<file path="config.mk">
export PLATFORM = sky130hd
export DESIGN_NAME = noc_rx_depacketizer_flat
export DESIGN_NICKNAME = d
export VERILOG_FILES = /design/src/rtl/noc_pkg.sv /design/src/rtl/noc_rx_depacketizer_if.sv /design/src/rtl/noc_rx_payload_buf.sv /design/src/rtl/noc_rx_depacketizer.sv /design/src/flat_wrapper.sv
export SDC_FILE = /design/constraint.sdc
export NUM_CORES = 1
export LEC_CHECK = 0
export ABC_AREA = 1
export BUFFER_PORTS_ARGS = -buffer_cell sky130_fd_sc_hd__buf_2
export CORE_AREA = 2 2 261 263
export CTS_CLUSTER_DIAMETER = 150
export DETAILED_ROUTE_END_ITERATION = 8
export DIE_AREA = 0 0 263 265
export PLACE_DENSITY = 0.66
export SYNTH_ARGS = -nofsm -noshare
export SYNTH_HDL_FRONTEND = slang
export SYNTH_SLANG_ARGS = --single-unit
</file>
<file path="constraint.sdc">
create_clock -name clk -period 18.2 [get_ports clk]
set_input_delay 2.73 -clock clk [delete_from_list [all_inputs] [get_ports clk]]
set_output_delay 2.73 -clock clk [all_outputs]
set_load 0.1 [all_outputs]
</file>
<file path="src/rtl/noc_pkg.sv">
// ============================================================================
// Module      : noc_pkg
// Description : Shared NoC flit definitions for the node-side packetizer and depacketizer.
// Revision    : 1.0 - initial release
// ============================================================================
`default_nettype none

package noc_pkg;

    localparam int NODE_ID_W = 2;
    localparam int LEN_W     = 4;
    localparam int HDR_W     = 54;

    localparam logic [1:0] FLIT_HEAD = 2'b01;

    typedef struct packed {
        logic [1:0]           ftype;
        logic [NODE_ID_W-1:0] src;
        logic [NODE_ID_W-1:0] dst;
        logic [LEN_W-1:0]     len;
        logic [HDR_W-1:0]     hdr;
    } head_flit_t;

    function automatic head_flit_t decode_head(input logic [63:0] flit);
        return head_flit_t'(flit);
    endfunction

endpackage

`default_nettype wire

</file>
<file path="src/rtl/noc_rx_depacketizer_if.sv">
// ============================================================================
// Module      : noc_rx_depacketizer_if
// Description : Flit-in / message-out bundle of the NoC receive endpoint.
// Revision    : 1.0 - initial release
// ============================================================================
`default_nettype none

interface noc_rx_depacketizer_if #(
    parameter int FLIT_W      = 64,
    parameter int MAX_PAYLOAD = 8
);
    logic [FLIT_W-1:0]             flit_data_i;
    logic                          flit_valid_i;
    logic                          flit_ready_o;
    logic                          msg_valid_o;
    logic                          msg_ready_i;
    logic [1:0]                    msg_src_o;
    logic [3:0]                    msg_len_o;
    logic [53:0]                   msg_hdr_o;
    logic [MAX_PAYLOAD*FLIT_W-1:0] msg_payload_o;
    logic                          err_o;
    logic [15:0]                   pkt_cnt_o;
    logic [15:0]                   err_cnt_o;

    // Endpoint view
    modport slave (
        input  flit_data_i, flit_valid_i, msg_ready_i,
        output flit_ready_o, msg_valid_o, msg_src_o, msg_len_o, msg_hdr_o,
               msg_payload_o, err_o, pkt_cnt_o, err_cnt_o
    );

    // Router + consumer view
    modport master (
        output flit_data_i, flit_valid_i, msg_ready_i,
        input  flit_ready_o, msg_valid_o, msg_src_o, msg_len_o, msg_hdr_o,
               msg_payload_o, err_o, pkt_cnt_o, err_cnt_o
    );

endinterface

`default_nettype wire

</file>
<file path="src/rtl/noc_rx_payload_buf.sv">
// ============================================================================
// Module      : noc_rx_payload_buf
// Description : MAX_PAYLOAD x FLIT_W payload store; a reset per-slot valid bit
//               masks slots never written since reset so the read-out starts at 0.
// Revision    : 1.0 - initial release
// ============================================================================
`default_nettype none

module noc_rx_payload_buf #(
    parameter int FLIT_W      = 64,
    parameter int MAX_PAYLOAD = 8,
    parameter int IDX_W       = 4
) (
    input  wire logic                          clk,
    input  wire logic                          rst,
    input  wire logic                          wr_en,
    input  wire logic [IDX_W-1:0]              wr_idx,
    input  wire logic [FLIT_W-1:0]             wr_data,
    output logic      [MAX_PAYLOAD*FLIT_W-1:0] rd_data
);

    for (genvar k = 0; k < MAX_PAYLOAD; k++) begin : g_slot
        logic [FLIT_W-1:0] mem;
        logic              slot_vld;
        logic              hit;

        assign hit = wr_en && (wr_idx == IDX_W'(k));

        always_ff @(posedge clk) begin
            if (hit) begin
                mem <= wr_data;
            end
        end

        always_ff @(posedge clk or posedge rst) begin
            if (rst) begin
                slot_vld <= 1'b0;
            end else if (hit) begin
                slot_vld <= 1'b1;
            end
        end

        assign rd_data[k*FLIT_W +: FLIT_W] = slot_vld ? mem : '0;
    end

endmodule

`default_nettype wire

</file>
<file path="src/rtl/noc_rx_depacketizer.sv">
// ============================================================================
// Module      : noc_rx_depacketizer
// Description : Mesh22 node receive endpoint: validates head flits, gathers the
//               payload and presents one whole message at a time.
//               Define NOC_RX_STATS_EN to enable saturating message/error counters.
// Revision    : 1.0 - initial release
// ============================================================================
`default_nettype none

module noc_rx_depacketizer
    import noc_pkg::*;
#(
    parameter int NODE_ID     = 0,
    parameter int FLIT_W      = 64,
    parameter int MAX_PAYLOAD = 8
) (
    input  wire logic            clk,
    input  wire logic            rst,
    noc_rx_depacketizer_if.slave bus
);

    typedef enum logic [1:0] {
        IDLE    = 2'd0,
        RECV    = 2'd1,
        DROP    = 2'd2,
        DELIVER = 2'd3
    } state_t;

    localparam logic [NODE_ID_W-1:0] MY_ID   = NODE_ID_W'(NODE_ID);
    localparam logic [LEN_W-1:0]     MAX_LEN = LEN_W'(MAX_PAYLOAD);

    state_t               state, state_nxt;
    logic [LEN_W-1:0]     cnt, cnt_nxt;
    logic [LEN_W-1:0]     len_q;
    logic [NODE_ID_W-1:0] src_q;
    logic [HDR_W-1:0]     hdr_q;
    logic                 err_q, err_nxt;
    logic                 hdr_load;
    logic                 wr_en;
    logic                 xfer;
    head_flit_t           head;

    assign head             = decode_head(bus.flit_data_i[63:0]);
    assign bus.flit_ready_o = (state != DELIVER);
    assign bus.msg_valid_o  = (state == DELIVER);
    assign xfer             = bus.flit_valid_i && bus.flit_ready_o;

    always_ff @(posedge clk or posedge rst) begin
        if (rst) begin
            state <= IDLE;
            cnt   <= '0;
            len_q <= '0;
            src_q <= '0;
            hdr_q <= '0;
            err_q <= 1'b0;
        end else begin
            state <= state_nxt;
            cnt   <= cnt_nxt;
            err_q <= err_nxt;
            if (hdr_load) begin
                len_q <= head.len;
                src_q <= head.src;
                hdr_q <= head.hdr;
            end
        end
    end

    always_comb begin
        state_nxt = state;
        cnt_nxt   = cnt;
        err_nxt   = 1'b0;
        hdr_load  = 1'b0;
        wr_en     = 1'b0;
        case (state)
            IDLE: begin
                if (xfer) begin
                    if (head.ftype != FLIT_HEAD) begin
                        err_nxt = 1'b1;
                    end else if (head.dst != MY_ID || head.len > MAX_LEN) begin
                        // A zero-length stray head has nothing to swallow.
                        err_nxt   = 1'b1;
                        cnt_nxt   = head.len;
                        state_nxt = (head.len == '0) ? IDLE : DROP;
                    end else begin
                        hdr_load  = 1'b1;
                        cnt_nxt   = '0;
                        state_nxt = (head.len == '0) ? DELIVER : RECV;
                    end
                end
            end
            RECV: begin
                if (xfer) begin
                    wr_en   = 1'b1;
                    cnt_nxt = cnt + LEN_W'(1);
                    if (cnt == len_q - LEN_W'(1)) begin
                        state_nxt = DELIVER;
                    end
                end
            end
            DROP: begin
                if (xfer) begin
                    cnt_nxt = cnt - LEN_W'(1);
                    if (cnt == LEN_W'(1)) begin
                        state_nxt = IDLE;
                    end
                end
            end
            DELIVER: begin
                if (bus.msg_ready_i) begin
                    state_nxt = IDLE;
                end
            end
            default: state_nxt = IDLE;
        endcase
    end

    noc_rx_payload_buf #(
        .FLIT_W      (FLIT_W),
        .MAX_PAYLOAD (MAX_PAYLOAD),
        .IDX_W       (LEN_W)
    ) u_payload_buf (
        .clk     (clk),
        .rst     (rst),
        .wr_en   (wr_en),
        .wr_idx  (cnt),
        .wr_data (bus.flit_data_i),
        .rd_data (bus.msg_payload_o)
    );

    assign bus.msg_src_o = src_q;
    assign bus.msg_len_o = len_q;
    assign bus.msg_hdr_o = hdr_q;
    assign bus.err_o     = err_q;

`ifdef NOC_RX_STATS_EN
    logic [15:0] pkt_cnt;
    logic [15:0] err_cnt;

    always_ff @(posedge clk or posedge rst) begin
        if (rst) begin
            pkt_cnt <= '0;
            err_cnt <= '0;
        end else begin
            if (state == DELIVER && bus.msg_ready_i && pkt_cnt != 16'hFFFF) begin
                pkt_cnt <= pkt_cnt + 16'd1;
            end
            if (err_q && err_cnt != 16'hFFFF) begin
                err_cnt <= err_cnt + 16'd1;
            end
        end
    end

    assign bus.pkt_cnt_o = pkt_cnt;
    assign bus.err_cnt_o = err_cnt;
`else
    assign bus.pkt_cnt_o = '0;
    assign bus.err_cnt_o = '0;
`endif

endmodule

`default_nettype wire

</file>
<file path="src/flat_wrapper.sv">
// flat-port wrapper written by rule: the top's interface ports become plain ports
module noc_rx_depacketizer_flat import noc_pkg::*;
#(
    parameter int NODE_ID     = 0,
    parameter int FLIT_W      = 64,
    parameter int MAX_PAYLOAD = 8
)
  (clk, rst, bus_flit_data_i, bus_flit_valid_i, bus_msg_ready_i, bus_flit_ready_o, bus_msg_valid_o, bus_msg_src_o, bus_msg_len_o, bus_msg_hdr_o, bus_msg_payload_o, bus_err_o, bus_pkt_cnt_o, bus_err_cnt_o);
  noc_rx_depacketizer_if #(.FLIT_W(FLIT_W), .MAX_PAYLOAD(MAX_PAYLOAD)) bus_i ();
  input  wire logic clk;
  input  wire logic rst;
  input wire logic [$bits(bus_i.flit_data_i)-1:0] bus_flit_data_i;
  input wire logic [$bits(bus_i.flit_valid_i)-1:0] bus_flit_valid_i;
  input wire logic [$bits(bus_i.msg_ready_i)-1:0] bus_msg_ready_i;
  output wire logic [$bits(bus_i.flit_ready_o)-1:0] bus_flit_ready_o;
  output wire logic [$bits(bus_i.msg_valid_o)-1:0] bus_msg_valid_o;
  output wire logic [$bits(bus_i.msg_src_o)-1:0] bus_msg_src_o;
  output wire logic [$bits(bus_i.msg_len_o)-1:0] bus_msg_len_o;
  output wire logic [$bits(bus_i.msg_hdr_o)-1:0] bus_msg_hdr_o;
  output wire logic [$bits(bus_i.msg_payload_o)-1:0] bus_msg_payload_o;
  output wire logic [$bits(bus_i.err_o)-1:0] bus_err_o;
  output wire logic [$bits(bus_i.pkt_cnt_o)-1:0] bus_pkt_cnt_o;
  output wire logic [$bits(bus_i.err_cnt_o)-1:0] bus_err_cnt_o;
  assign bus_i.flit_data_i = bus_flit_data_i;
  assign bus_i.flit_valid_i = bus_flit_valid_i;
  assign bus_i.msg_ready_i = bus_msg_ready_i;
  assign bus_flit_ready_o = bus_i.flit_ready_o;
  assign bus_msg_valid_o = bus_i.msg_valid_o;
  assign bus_msg_src_o = bus_i.msg_src_o;
  assign bus_msg_len_o = bus_i.msg_len_o;
  assign bus_msg_hdr_o = bus_i.msg_hdr_o;
  assign bus_msg_payload_o = bus_i.msg_payload_o;
  assign bus_err_o = bus_i.err_o;
  assign bus_pkt_cnt_o = bus_i.pkt_cnt_o;
  assign bus_err_cnt_o = bus_i.err_cnt_o;
  noc_rx_depacketizer #(.NODE_ID(NODE_ID), .FLIT_W(FLIT_W), .MAX_PAYLOAD(MAX_PAYLOAD)) u_core (.clk(clk), .rst(rst), .bus(bus_i));
endmodule
</file>
# After elaboration in Yosys (flattened, before gate mapping)
# Cells that the tools add are included.
# classes
n_mux,35
order_cmp,1
n_addsub,3
eq_ne,20
reduce_logical,17
# ops
op,n
$mux W64,8
$mux W2,10
$mux W4,5
$eq A4 B3 Y1 const B,4
$ne A2 B1 Y1 const B,6
$pmux W4 S3,1
$mux W1,10
$logic_and A1 B1 Y1,9
$eq A4 B2 Y1 const B,2
$logic_not A4 Y1,2
$pmux W2 S4,1
$sub A4 B1 Y4 const B,2
$reduce_and A7 Y1,1
$ne A2 B2 Y1 const B,3
$reduce_and A5 Y1,1
$add A4 B1 Y4 const B,1
$eq A2 B2 Y1 const B,2
$eq A4 B1 Y1 const B,1
$eq A4 B4 Y1,1
$gt A4 B4 Y1 const B,1
$reduce_bool A3 Y1,1
$eq A2 B1 Y1 const B,1
$logic_not A2 Y1,1
$reduce_bool A2 Y1,1
$logic_or A1 B1 Y1,1
# totals
out_inout_bits,607
regBits,587
wordCells,98

# Logic depth before layout (Yosys ltp)
# logic_depth
word_depth,6
depth_mapped,12
mapped_depth_nobuf,12

# By module
# From an unflattened synthesis, not the netlist that was laid out.
# unflattened
cells_unflattened,2061
hier_area_um2,23503.8
# by_module_without_submodules
mod,cells_per_inst,instances,area_per_inst_um2,seq_area_each_um2
noc_rx_payload_buf,1643,1,20138.1,15574.9
noc_rx_depacketizer,418,1,3365.7,1676.6

# Worst setup path after synthesis
# OpenSTA, ideal clock, no wires.
# synth_path
kind,input port to flip-flop
start,in bus_flit_valid_i
end,reg u_core.u_payload_buf.g_slot[0].slot_vld
setup_ns,0.092
arrival_time_ns,7.917
required_time_ns,18.108
path_buffers,0
setup_slack_ns,10.191
stages,5
cell_sequence,nand2_1 > nor2_1 > inv_1 > nor3_1 > or2_2
# synth_via
elab_chain_cells,4
# synth_rtl
item,line_no,rtl
start: declaration,flat_wrapper.sv:13,input wire logic [$bits(bus_i.flit_valid_i)-1:0] bus_flit_valid_i;
$logic_and A1 B1 Y1,noc_rx_depacketizer.sv:46,assign xfer = bus.flit_valid_i && bus.flit_ready_o;
$mux W1,noc_rx_depacketizer.sv:92,if (xfer) begin
$mux W1,noc_rx_depacketizer.sv:74,case (state)
$logic_and A1 B1 Y1,noc_rx_payload_buf.sv:27,assign hit = wr_en && (wr_idx == IDX_W'(k));
named net u_core.u_payload_buf.g_slot[0].hit,noc_rx_payload_buf.sv:25,logic hit;
end signal: assignment,noc_rx_payload_buf.sv:37,slot_vld <= 1'b0;
end signal: assignment,noc_rx_payload_buf.sv:39,slot_vld <= 1'b1;
end: declaration,noc_rx_payload_buf.sv:24,logic slot_vld;
# The timed path passes the listed nets, and every way through them passes these cells.
# A chain may end at the register's enable or synchronous reset.

# Worst setup path after layout
# layout_path
start,reg u_core.u_payload_buf.g_slot[3].slot_vld
end,out bus_msg_payload_o[215]
# layout_via
elab_chain_cells,1
# layout_rtl
item,line_no,rtl
start: declaration,noc_rx_payload_buf.sv:24,
start signal: assignment,noc_rx_payload_buf.sv:37,
start signal: assignment,noc_rx_payload_buf.sv:39,
$mux W64,noc_rx_payload_buf.sv:43,assign rd_data[k*FLIT_W +: FLIT_W] = slot_vld ? mem : '0;
end: declaration,flat_wrapper.sv:20,output wire logic [$bits(bus_i.msg_payload_o)-1:0] bus_msg_payload_o;
# No other way between the ends.

==> metrics.cfg <==
[global_route]
antenna_found_initial = 4
grt-ovfl-total = 0
grt_start_max_net_pins = 66
grt_use_total_pct = 19.3
grt_pass1_vias = 15200
grt_pass1_wl_um = 98900

[synth]
synth_edf_count = 512
synth_top_area_share_pct = 66.3
avgSynthCellArea_um2 = 11.3
postSynthCellCount = 2054
synth-main-ff-cell = edfxtp_1
ys_seq_elements = 587
synth.cell_area_um2 = 23200
yosysMostFrequentCell = nand2_1
synth_cell_type_count = 25
ys_seq_area_share_pct = 74.4
yosys_warnings = 0
ys_top_cells_by_count = nand2_1, inv_1, edfxtp_1
async_reset_ff_share_pct = 12.8
synth_largest_area_cell = edfxtp_1
synthTopCellsByArea = edfxtp_1, nand2_1, inv_1

[routing]
drtIter0Drc = 1451
wl_per_cell_um = 19.3
drtAntennaViolNets = 0
via_per_inst = 4.41
wl_um = 69800
drcViolationCount = 0
num_vias = 16000
dr.pass1.iters = 5

[timing]
hold_viol_final = 0
finalSetupTns_ns = 0
slew_violations = 0
min_period_over_period_pct = 29.0
clock_skew_ns = 0.0222
max_freq_mhz = 190
period_minus_slack_ns = 5.27
max-slew-margin-rel_pct = 22.9
worstMarginPinSlew_ns = 1.16
finalSetupViolCount = 0
layout_setup_ws_ns = 12.93
rsz0062_at_grt = false
timing.hold.ws_ns = 0.463

[die]
start_util_pct = 34.7
core_um2 = 66800
dieArea_um2 = 69700
die_h_um = 265
row_count = 95
fp.dieW_um = 263
pin_count = 675

[placement]
gp_congestion = 0.837
hpwl_um = 43500
io_buffers = 642
post_dp_cell_area_um2 = 27300
dp_slack_ns = 12.77

[cts]
clockRootBuffer = clkbuf_16
worst_setup_hold_path_clk_slew_ns = 0.06
worstSkewPairLatency_ns = 0.61
cts_made_buffers = 59
cts_setup_buffers = 0
postCtsHoldBufs = 0
cts_buffer_depth = 3
cts_htree_levels = 2
cts.sink_count = 587
cts_tree = done
cts_resized = 0

[setup_path]
critical-path-top-delay-family = buffers and inverters
critical_path_class = flip-flop to output pin
cp_num_cells = 4
reg2reg_from = u_core.state[0]$_DFFE_PP0P_
crit_path_max_incr_delay_ns = 0.75
crit_start = u_core.u_payload_buf.g_slot[3].slot_vld$_DFFE_PP0P_
reg2reg_depth = 7
worstPathMaxFanout = 34
crit_path_cell_trace = buf_4 > nand2_1 > inv_1 > buf_2
crit_buf_inv = 3
worstSetupEndpointType = output pin
critical_path_required_ns = 15.47
cp.arrival_ns = 2.54
start_kind = flip-flop
slowest_stage = dfrtp_4

[finish]
multi_input_area_um2 = 3510
drive_gt1_share_pct = 28.4
nFillCells = 6299
nets = 2778
design_area_um2 = 29200
regArea_um2 = 17300
area_growth_pct = 26.0

[status]
status = finished, final reports clean

[run]
maxCapViolCount = 0

[worst_hold_path]
holdCritStartpoint = u_core.bus.msg_hdr_o[18]$_DFFE_PP0P_
min_delay_path_depth = 2
hp-class = flip-flop to flip-flop

[layer usage]
metal	wire, µm	vias up	global-route usage [%]
met1	27400	7620	23.6
met2	35000	711	33.8
met5	13	-	0
met4	2730	2	8.03
li1	-	7482	-
met3	4680	155	3.21
[worst paths after layout]
| path | slack [ns] | endpoint |
|---|---|---|
| min reg2reg | 0.46 | u_core.bus.msg_hdr_o[18]$_DFFE_PP0P_ |
| max in group asynchronous | 14.78 | u_core.u_payload_buf.g_slot[7].slot_vld$_DFFE_PP0P_ |
| min | 0.46 | u_core.bus.msg_hdr_o[18]$_DFFE_PP0P_ |
| max | 12.93 | bus_msg_payload_o[215] |
| min in group asynchronous | 2.14 | u_core.bus.msg_hdr_o[18]$_DFFE_PP0P_ |
| max reg2reg | 15.74 | u_core.u_payload_buf.g_slot[0].mem[25]$_DFFE_PP_ |
[logic make-up after synthesis]
group	count (synthesis)	synth area share, %
adders and majority gates	10	0.540
and+or+nand+nor	790	13.5
AOI/OAI and AO/OA	18	0.410
DFF	587	74.4
buffers and inverters	648	11.2
other	1	0.0162
[stage by stage]
stage	utilization, %	instances
finish	43.7	3623
global route	43.7	3622
CTS	43.7	3622
detailed placement	40.8	3512
global placement	40.8	3512
floorplan	-	2085
[final cells by class]
| class | instances | area share, % |
|---|---|---|
| clock buffers | 86 | 5.71 |
| clock inverters | 24 | 0.883 |
| repair buffers | 661 | 11.5 |
| inverters | 541 | 6.96 |
| well taps | 873 | 3.74 |
| multi-input cells | 850 | 12.0 |
| diodes | 1 | 0.00857 |
| flip-flops and latches | 587 | 59.2 |
[sequential cells by signal (all words and copies together) (netlist names)]
signal	cells
u_core.u_payload_buf.g_slot.slot_vld	8
u_core.state	2
u_core.bus.err_o	1
u_core.bus.msg_hdr_o	54
u_core.cnt	4
u_core.bus.msg_len_o	4
u_core.bus.msg_src_o	2
u_core.u_payload_buf.g_slot.mem	512
[placed cells by master (no fill, tap or decap), drive strengths merged]
master / synthesis / layout
nand2: 680 / 680
buf: 50 / 661
inv: 541 / 544
edfxtp: 512 / 512
clkbuf: 57 / 86
dfrtp: 75 / 75
nand3: 73 / 73
conb: 1 / 32
nor2: 20 / 20
clkinv: 0 / 16
ha: 10 / 10
o21ai: 9 / 9
nor3: 9 / 9
or2: 8 / 8
a21oi: 6 / 6
bufinv: 0 / 5
o22ai: 2 / 2
diode: 0 / 1
o211ai: 1 / 1
[worst register-to-register path: stages, from the launching register on]
cell and delay [ns]:
dfrtp_1 0.42, ha_1 0.25, inv_2 0.08, nand2_1 0.13
nor2_1 0.13, inv_1 0.17, nor3_2 0.20, buf_4 0.64
Power is not shown: default switching activity piles up to over one toggle a cycle in this logic, so the estimate is an artifact.
